==> src/rtl/qfix_pkg.sv <==
// Shared fixed-point definitions for the calculator datapath: default word
// format (total width / fractional bits) and the divider state encoding.
package qfix_pkg;

    localparam int QFIX_N = 32;
    localparam int QFIX_Q = 15;

    typedef enum logic [1:0] {
        ST_IDLE = 2'd0,
        ST_LOAD = 2'd1,
        ST_RUN  = 2'd2,
        ST_DONE = 2'd3
    } qdiv_state_e;

endpackage

==> src/rtl/qdiv_step.sv <==
// One restoring-division step: shift the next numerator bit into the
// remainder, subtract the divisor when it fits, and report the quotient bit.
module qdiv_step #(
    parameter int N = 32
) (
    input  logic [N-1:0] rem,
    input  logic [N-2:0] dvs,
    input  logic         num_bit,
    output logic [N-1:0] rem_next,
    output logic         q_bit
);

    logic [N:0] shifted;
    logic [N:0] diff;

    // Trial subtraction on the widened remainder; a clear borrow (or a set
    // top bit, which can only exceed the divisor) means the divisor fits.
    always_comb begin
        shifted  = {rem, num_bit};
        diff     = shifted - {2'b00, dvs};
        q_bit    = shifted[N] | ~diff[N];
        rem_next = q_bit ? diff[N-1:0] : shifted[N-1:0];
    end

endmodule

==> src/rtl/qdiv.sv <==
// Sequential sign-magnitude fixed-point divider. Restoring long division,
// one quotient bit per clock, with quotient saturation and divide-by-zero flag.
module qdiv
    import qfix_pkg::*;
#(
    parameter int N = QFIX_N,
    parameter int Q = QFIX_Q
) (
    input  logic         i_clk,
    input  logic         i_rst,
    input  logic         i_start,
    input  logic [N-1:0] i_dividend,
    input  logic [N-1:0] i_divisor,
    output logic [N-1:0] o_quotient,
    output logic         o_busy,
    output logic         o_done,
    output logic         o_ovr,
    output logic         o_div0
);

    // Full quotient width: N-1 integer+fraction magnitude bits plus Q extra
    // bits gained by pre-shifting the numerator.
    localparam int NW = N - 1 + Q;
    localparam int CW = $clog2(NW + 1);

    qdiv_state_e  state;
    logic [N-2:0] dvd_mag;
    logic [N-2:0] dvs_mag;
    logic         sgn;
    logic [NW-1:0] num;
    logic [N-1:0] rem;
    logic [NW-2:0] quo;
    logic [CW-1:0] cnt;

    logic [N-1:0] step_rem;
    logic         step_bit;
    logic [N-1:0] step_rem_nxt;
    logic         step_q;

    logic [NW-1:0] full_q;
    logic          over;
    logic [N-2:0]  mag;

    // The LOAD cycle already performs the first step (remainder 0, numerator
    // MSB = dividend magnitude MSB), so RUN only needs the remaining NW-1.
    always_comb begin
        step_rem = rem;
        step_bit = num[NW-1];
        if (state == ST_LOAD) begin
            step_rem = '0;
            step_bit = dvd_mag[N-2];
        end
    end

    qdiv_step #(.N(N)) u_step (
        .rem      (step_rem),
        .dvs      (dvs_mag),
        .num_bit  (step_bit),
        .rem_next (step_rem_nxt),
        .q_bit    (step_q)
    );

    // Final quotient as seen on the last step: saturate if anything lands
    // above the representable magnitude, otherwise truncate toward zero.
    always_comb begin
        full_q = {quo, step_q};
        over   = |full_q[NW-1:N-1];
        mag    = over ? {(N-1){1'b1}} : full_q[N-2:0];
    end

    assign o_busy = (state == ST_LOAD) || (state == ST_RUN);
    assign o_done = (state == ST_DONE);

    // Control FSM, division datapath and held result registers.
    always_ff @(posedge i_clk or posedge i_rst) begin
        if (i_rst) begin
            state      <= ST_IDLE;
            dvd_mag    <= '0;
            dvs_mag    <= '0;
            sgn        <= 1'b0;
            num        <= '0;
            rem        <= '0;
            quo        <= '0;
            cnt        <= '0;
            o_quotient <= '0;
            o_ovr      <= 1'b0;
            o_div0     <= 1'b0;
        end else begin
            case (state)
                ST_IDLE: begin
                    if (i_start) begin
                        dvd_mag <= i_dividend[N-2:0];
                        dvs_mag <= i_divisor[N-2:0];
                        sgn     <= i_dividend[N-1] ^ i_divisor[N-1];
                        state   <= ST_LOAD;
                    end
                end
                ST_LOAD: begin
                    if (dvs_mag == '0) begin
                        o_quotient <= {sgn, {(N-1){1'b1}}};
                        o_ovr      <= 1'b1;
                        o_div0     <= 1'b1;
                        state      <= ST_DONE;
                    end else begin
                        rem   <= step_rem_nxt;
                        num   <= {dvd_mag[N-3:0], {(Q+1){1'b0}}};
                        quo   <= {{(NW-2){1'b0}}, step_q};
                        cnt   <= CW'(NW - 1);
                        state <= ST_RUN;
                    end
                end
                ST_RUN: begin
                    rem <= step_rem_nxt;
                    num <= {num[NW-2:0], 1'b0};
                    quo <= {quo[NW-3:0], step_q};
                    cnt <= cnt - CW'(1);
                    if (cnt == CW'(1)) begin
                        o_quotient <= {sgn & (mag != '0), mag};
                        o_ovr      <= over;
                        o_div0     <= 1'b0;
                        state      <= ST_DONE;
                    end
                end
                ST_DONE: begin
                    state <= ST_IDLE;
                end
                default: begin
                    state <= ST_IDLE;
                end
            endcase
        end
    end

endmodule

==> config.mk <==
export PLATFORM = sky130hd
export DESIGN_NAME = qdiv
export DESIGN_NICKNAME = d
export VERILOG_FILES = /design/src/rtl/qfix_pkg.sv /design/src/rtl/qdiv_step.sv /design/src/rtl/qdiv.sv
export SDC_FILE = /design/constraint.sdc
export NUM_CORES = 1
export LEC_CHECK = 0
export BUFFER_PORTS_ARGS = -buffer_cell sky130_fd_sc_hd__buf_2
export CAP_MARGIN = 20
export CORE_MARGIN = 3
export CORE_UTILIZATION = 25
export CTS_CLUSTER_SIZE = 25
export DETAILED_ROUTE_END_ITERATION = 12
export HOLD_SLACK_MARGIN = 0.1
export PLACE_DENSITY_LB_ADDON = 0.2
export SKIP_CTS_REPAIR_TIMING = 1
export SLEW_MARGIN = 25
export SYNTH_ARGS = -nofsm -noshare
export SYNTH_HDL_FRONTEND = slang
export SYNTH_SLANG_ARGS = --single-unit
==> constraint.sdc <==
create_clock -name i_clk -period 7.65 [get_ports i_clk]
set_input_delay 0.3825 -clock i_clk [delete_from_list [all_inputs] [get_ports i_clk]]
set_output_delay 0.3825 -clock i_clk [all_outputs]
set_load 0.05 [all_outputs]
==> flow_results.org <==
** Pwr
- Cell internal power was estimated by the tool at 0.00347 W.
- Per report_power, the clock group accounts for 21.2% of the total.
- Share of power burned in combinational logic :: 49.0%
- VDD sags by at most 0.000171 V.
- Cell leakage power :: 6.13 nW
- Net switching is 43.7% of the power.
- In this run the power density over the cells is 467 nW/um2.
- Sequential cells burn 29.8% of the power.
- Switching power :: 0.00270 W

** GRT
- After global routing the overflow that remains totals 0.
- Entering global routing, the biggest net connects 90 pins.
- Antenna violations before repair :: 0
- The number of global-route vias before repair is 7,890.
- Across every metal layer, demand over resource in global routing totals 11.6%.
- First-pass GRT wire length :: 42.8 mm

** Setup path
- Critical-path maximum fanout :: 43
- Depth of the worst register-to-register path :: 16
- The slowest stage of the critical path is the sky130_fd_sc_hd__and2_1 cell.
- Start point of the critical path :: state[1]$_DFFE_PP0P_
- CP required :: 8.09 ns
- Start-to-end type of the worst setup path :: reg2reg
- Total stage count of the critical path :: 16
- The worst setup path is captured at a register.
- STA puts the critical path data arrival time at 4.90 ns.
- The worst register-to-register path begins at state[1]$_DFFE_PP0P_.
- On the worst path, the slowest cell contributes a delay of 0.47 ns.
- In this design, the largest share of critical-path delay is due to compound AO/OA/AOI/OAI gates.
- The signal on the critical path passes through inv_1 > ha_1 > buf_4 > mux2i_1 > ha_1 > fa_1 > nor2b_1 > o31a_1 > o21ai_2 > o41ai_2 > a311o_1 > o31ai_4 > buf_4 > and2_1 > nand2_1 > o221ai_1.
- The worst register-to-register path ends at rem[17]$_DFFE_PP0P_.
- Minimum setup slack among reg-to-reg paths :: 3.19 ns
- The most critical setup path has its endpoint at rem[17]$_DFFE_PP0P_.
- Together, buffers and inverters on the worst path number 3.
- STA classifies the critical path startpoint as a register.

** Synth
- Sorting the synthesized cells by area gives the leading types as sky130_fd_sc_hd__dfrtp_1 50%, sky130_fd_sc_hd__mux2_2 7.0%, sky130_fd_sc_hd__nand2_1 4.6%.
- After synthesis, the mean cell area works out to 10.1 um2.
- Share of Yosys cell area claimed by the top area cell type :: 50.1%
- The synthesized design spends more area on one cell type than any other, namely sky130_fd_sc_hd__dfrtp_1.
- Counting flops and latches in the post-synthesis netlist gives 212.
- The cell area that synthesis handed to floorplanning was 10,600 um2.
- Number of enable flip-flop cells after synthesis :: 0
- After synthesis, flip-flops and latches occupy 50.1% of the total area.
- Most common flop cell mapped by yosys :: sky130_fd_sc_hd__dfrtp_1
- For this run, asynchronously set or reset flops after synthesis account for 100%.
- After synthesis, the netlist uses 55 different library cells.
- During synthesis, Yosys emitted a total of 0 warnings.
- Instance count of the mapped netlist :: 1,044
- Number of nets in the synthesized netlist :: 1,150

** Finish
- The layout has 4,299 filler cells.
- The finished layout holds 1,740 standard cells, fillers aside.
- Most frequent cells in the layout :: 212 x sky130_fd_sc_hd__dfrtp_1, 129 x sky130_fd_sc_hd__nand2_1, 102 x sky130_fd_sc_hd__buf_2
- Sequential cell area :: 5310 um2
- Summing all multi-input logic gate instances after layout gives 4900 um2.
- Most common library cell in the layout ignoring fill and taps :: sky130_fd_sc_hd__dfrtp_1
- After routing the design area is 13,200 um2.
- From synthesis to final layout, the design area changed by 24.8%.
- At the end of the flow, the number of nets in the layout was 1,297.
- Ratio of cells with drive above 1 in the final layout :: 19.5%
- Measured on the finished design, the core utilization comes to 32.0%.
- Antenna diodes :: 0

** Die
- Number of cell rows :: 74
- Measured along the x axis, the die boundary spans 212 um.
- The initial utilization of the core area, before any placement, comes to 25.6%.
- The floorplan step set the die height to 212 um.
- Area of the core :: 41,300 um2
- In this run the count of I/O pins placed on the die edge is 103.
- The die covers 44,800 um2.

** Placed design
- GPL Wtd Cong :: 0.794
- The HPWL after detailed placement is 17.3 mm.
- In this run the tool buffered the top-level ports with 102 buffer cells.
- Placed cell count :: 1,632
- After detailed placement, the total cell area comes to 11,600 um2.
- Prior to clock tree synthesis, the placed netlist has a worst setup slack of 3.14 ns.

** Clock tree
- Clock transition at the registers of the reported paths :: 0.06 ns
- CTS built an H-tree with a depth of 1.
- Clock Tree Root :: sky130_fd_sc_hd__clkbuf_16
- Num CTS Buffers :: 27
- CTS saw 212 sinks.
- Maximum count of clock buffers along a single path :: 3
- For the worst-skew pair, the clock arrives at the later sink with an insertion delay of 0.54 ns.
- CTS tree :: yes

** Timing
- Transition time at the pin with the least slew margin :: 0.971 ns
- Remaining max-slew budget at the tightest pin :: 35.3%
- Minimum clock period :: 4.46 ns
- Setup violations remaining at the end of the flow were counted as 0.
- Clock skew :: 0.0208 ns
- The count of final hold-check violations is 0.
- In the final timing run, aggregate negative setup slack is 0 ns.
- Fmax :: 224 MHz
- The final critical path takes up 58.2% of the cycle.
- The number of slew-limit violations in the final report is 0.
- Across all setup checks in the final design, the least slack found is 3.19 ns.
- Setup repair after global routing left no endpoint under its margin.

** Drt
- Wires add up to 26.4 mm.
- The detailed router finished its first iteration with 353 violations.
- Post-detailed-route DRC marker count :: 0
- Detailed routing inserted a total of 7,986 vias.
- Routed length per instance :: 15.2 um
- Dividing the detail-routed via count by the number of cells gives 4.59.
- Once detail routing completed, the nets flagged for antenna violations numbered 0.
- For this run, the detailed router's first-pass iteration total came to 4.

** Status
- The flow ran to the end, and the final reports show no timing, DRC or antenna violations.

** Worst hold path
- The worst hold path begins at i_dividend[9].
- The worst hold path belongs to the class in2reg.

** Job
- Max-capacitance violation count :: 0
-- cell usage after synthesis (4+ instances only) --
master / count
sky130_fd_sc_hd__a21o_1: 12
sky130_fd_sc_hd__a21oi_1: 46
sky130_fd_sc_hd__a22o_1: 45
sky130_fd_sc_hd__a31oi_1: 6
sky130_fd_sc_hd__buf_1: 5
sky130_fd_sc_hd__buf_2: 4
sky130_fd_sc_hd__clkbuf_1: 45
sky130_fd_sc_hd__dfrtp_1: 212
sky130_fd_sc_hd__ha_1: 38
sky130_fd_sc_hd__inv_1: 48
sky130_fd_sc_hd__mux2_2: 66
sky130_fd_sc_hd__mux2i_1: 32
sky130_fd_sc_hd__nand2_1: 130
sky130_fd_sc_hd__nand2b_1: 6
sky130_fd_sc_hd__nand3_1: 9
sky130_fd_sc_hd__nand4_1: 10
sky130_fd_sc_hd__nor2_1: 65
sky130_fd_sc_hd__nor2b_1: 37
sky130_fd_sc_hd__nor3_1: 8
sky130_fd_sc_hd__nor4_1: 20
sky130_fd_sc_hd__o21a_1: 7
sky130_fd_sc_hd__o21ai_0: 82
sky130_fd_sc_hd__o21ai_1: 26
sky130_fd_sc_hd__o21bai_1: 5
sky130_fd_sc_hd__o221ai_1: 7
sky130_fd_sc_hd__o31ai_1: 4
sky130_fd_sc_hd__xnor2_1: 17
sky130_fd_sc_hd__xor2_1: 12
-- through the flow --
stage	power, W	hold slack [ns]
finish	0.00617	0.102
global route	0.00670	0.103
CTS	0.00625	-0.101
detailed placement	0.00489	0.466
global placement	0.00486	0.456
floorplan	0.00416	0.448
-- registers in the layout (all words and copies together), names as in the netlist, 2 cells and up --
register	cells
cnt	6
rem	32
num	30
quo	45
state	2
o_quotient	32
dvs_mag	31
dvd_mag	31
-- layer usage --
| layer | vias to the layer above | share of wire [%] | GRT usage (%) |
|---|---|---|---|
| li1 | 3965 | - | - |
| met2 | 142 | 44 | 18.0 |
| met4 | 0 | 2.2 | 2.77 |
| met5 | - | 0 | 0 |
| met1 | 3838 | 50 | 16.9 |
| met3 | 41 | 3.8 | 2.05 |
-- cell families after synthesis --
logic type / share of synthesized area, %
AO/OA/AOI/OAI: 16.2
XOR/XNOR: 2.40
adder cells (fa/ha/maj): 4.68
buffers and inverters: 3.81
flip-flops: 50.1
multiplexers: 10.0
AND/OR/NAND/NOR: 12.8
-- area by class of cell --
class	count	area share, %
Clock buffer	33	5.59
Clock inverter	13	1.35
Inverter	48	1.42
Multi-Input combinational cell	728	37.1
Sequential cell	212	40.2
Tap cell	532	5.04
Timing Repair Buffer	174	9.29
-- power groups by stage --
stage	clock, W	combinational (W)	sequential (W)
global route	0.00140	0.00340	0.00191
global placement	0	0.00301	0.00185
floorplan	0	0.00207	0.00209
CTS	0.00136	0.00303	0.00185
finish	0.00131	0.00302	0.00184
detailed placement	0	0.00303	0.00186
-- worst min path at each step --
| stage | to | slack (ns) | cells after the start |
|---|---|---|---|
| 6_report | dvd_mag[9]$_DFFE_PP0P_ | 0.10 | 2 |
| 3_5_place_dp | o_quotient[28]$_DFFE_PP0P_ | 0.47 | 2 |
| 2_1_floorplan | rem[10]$_DFFE_PP0P_ | 0.45 | 2 |
| 3_3_place_gp | o_quotient[22]$_DFFE_PP0P_ | 0.46 | 2 |
| 4_1_cts | dvs_mag[6]$_DFFE_PP0P_ | -0.10 | 2 |
| 5_1_grt | dvd_mag[3]$_DFFE_PP0P_ | 0.10 | 2 |
Note: power is estimated with default switching activity, not from simulation.
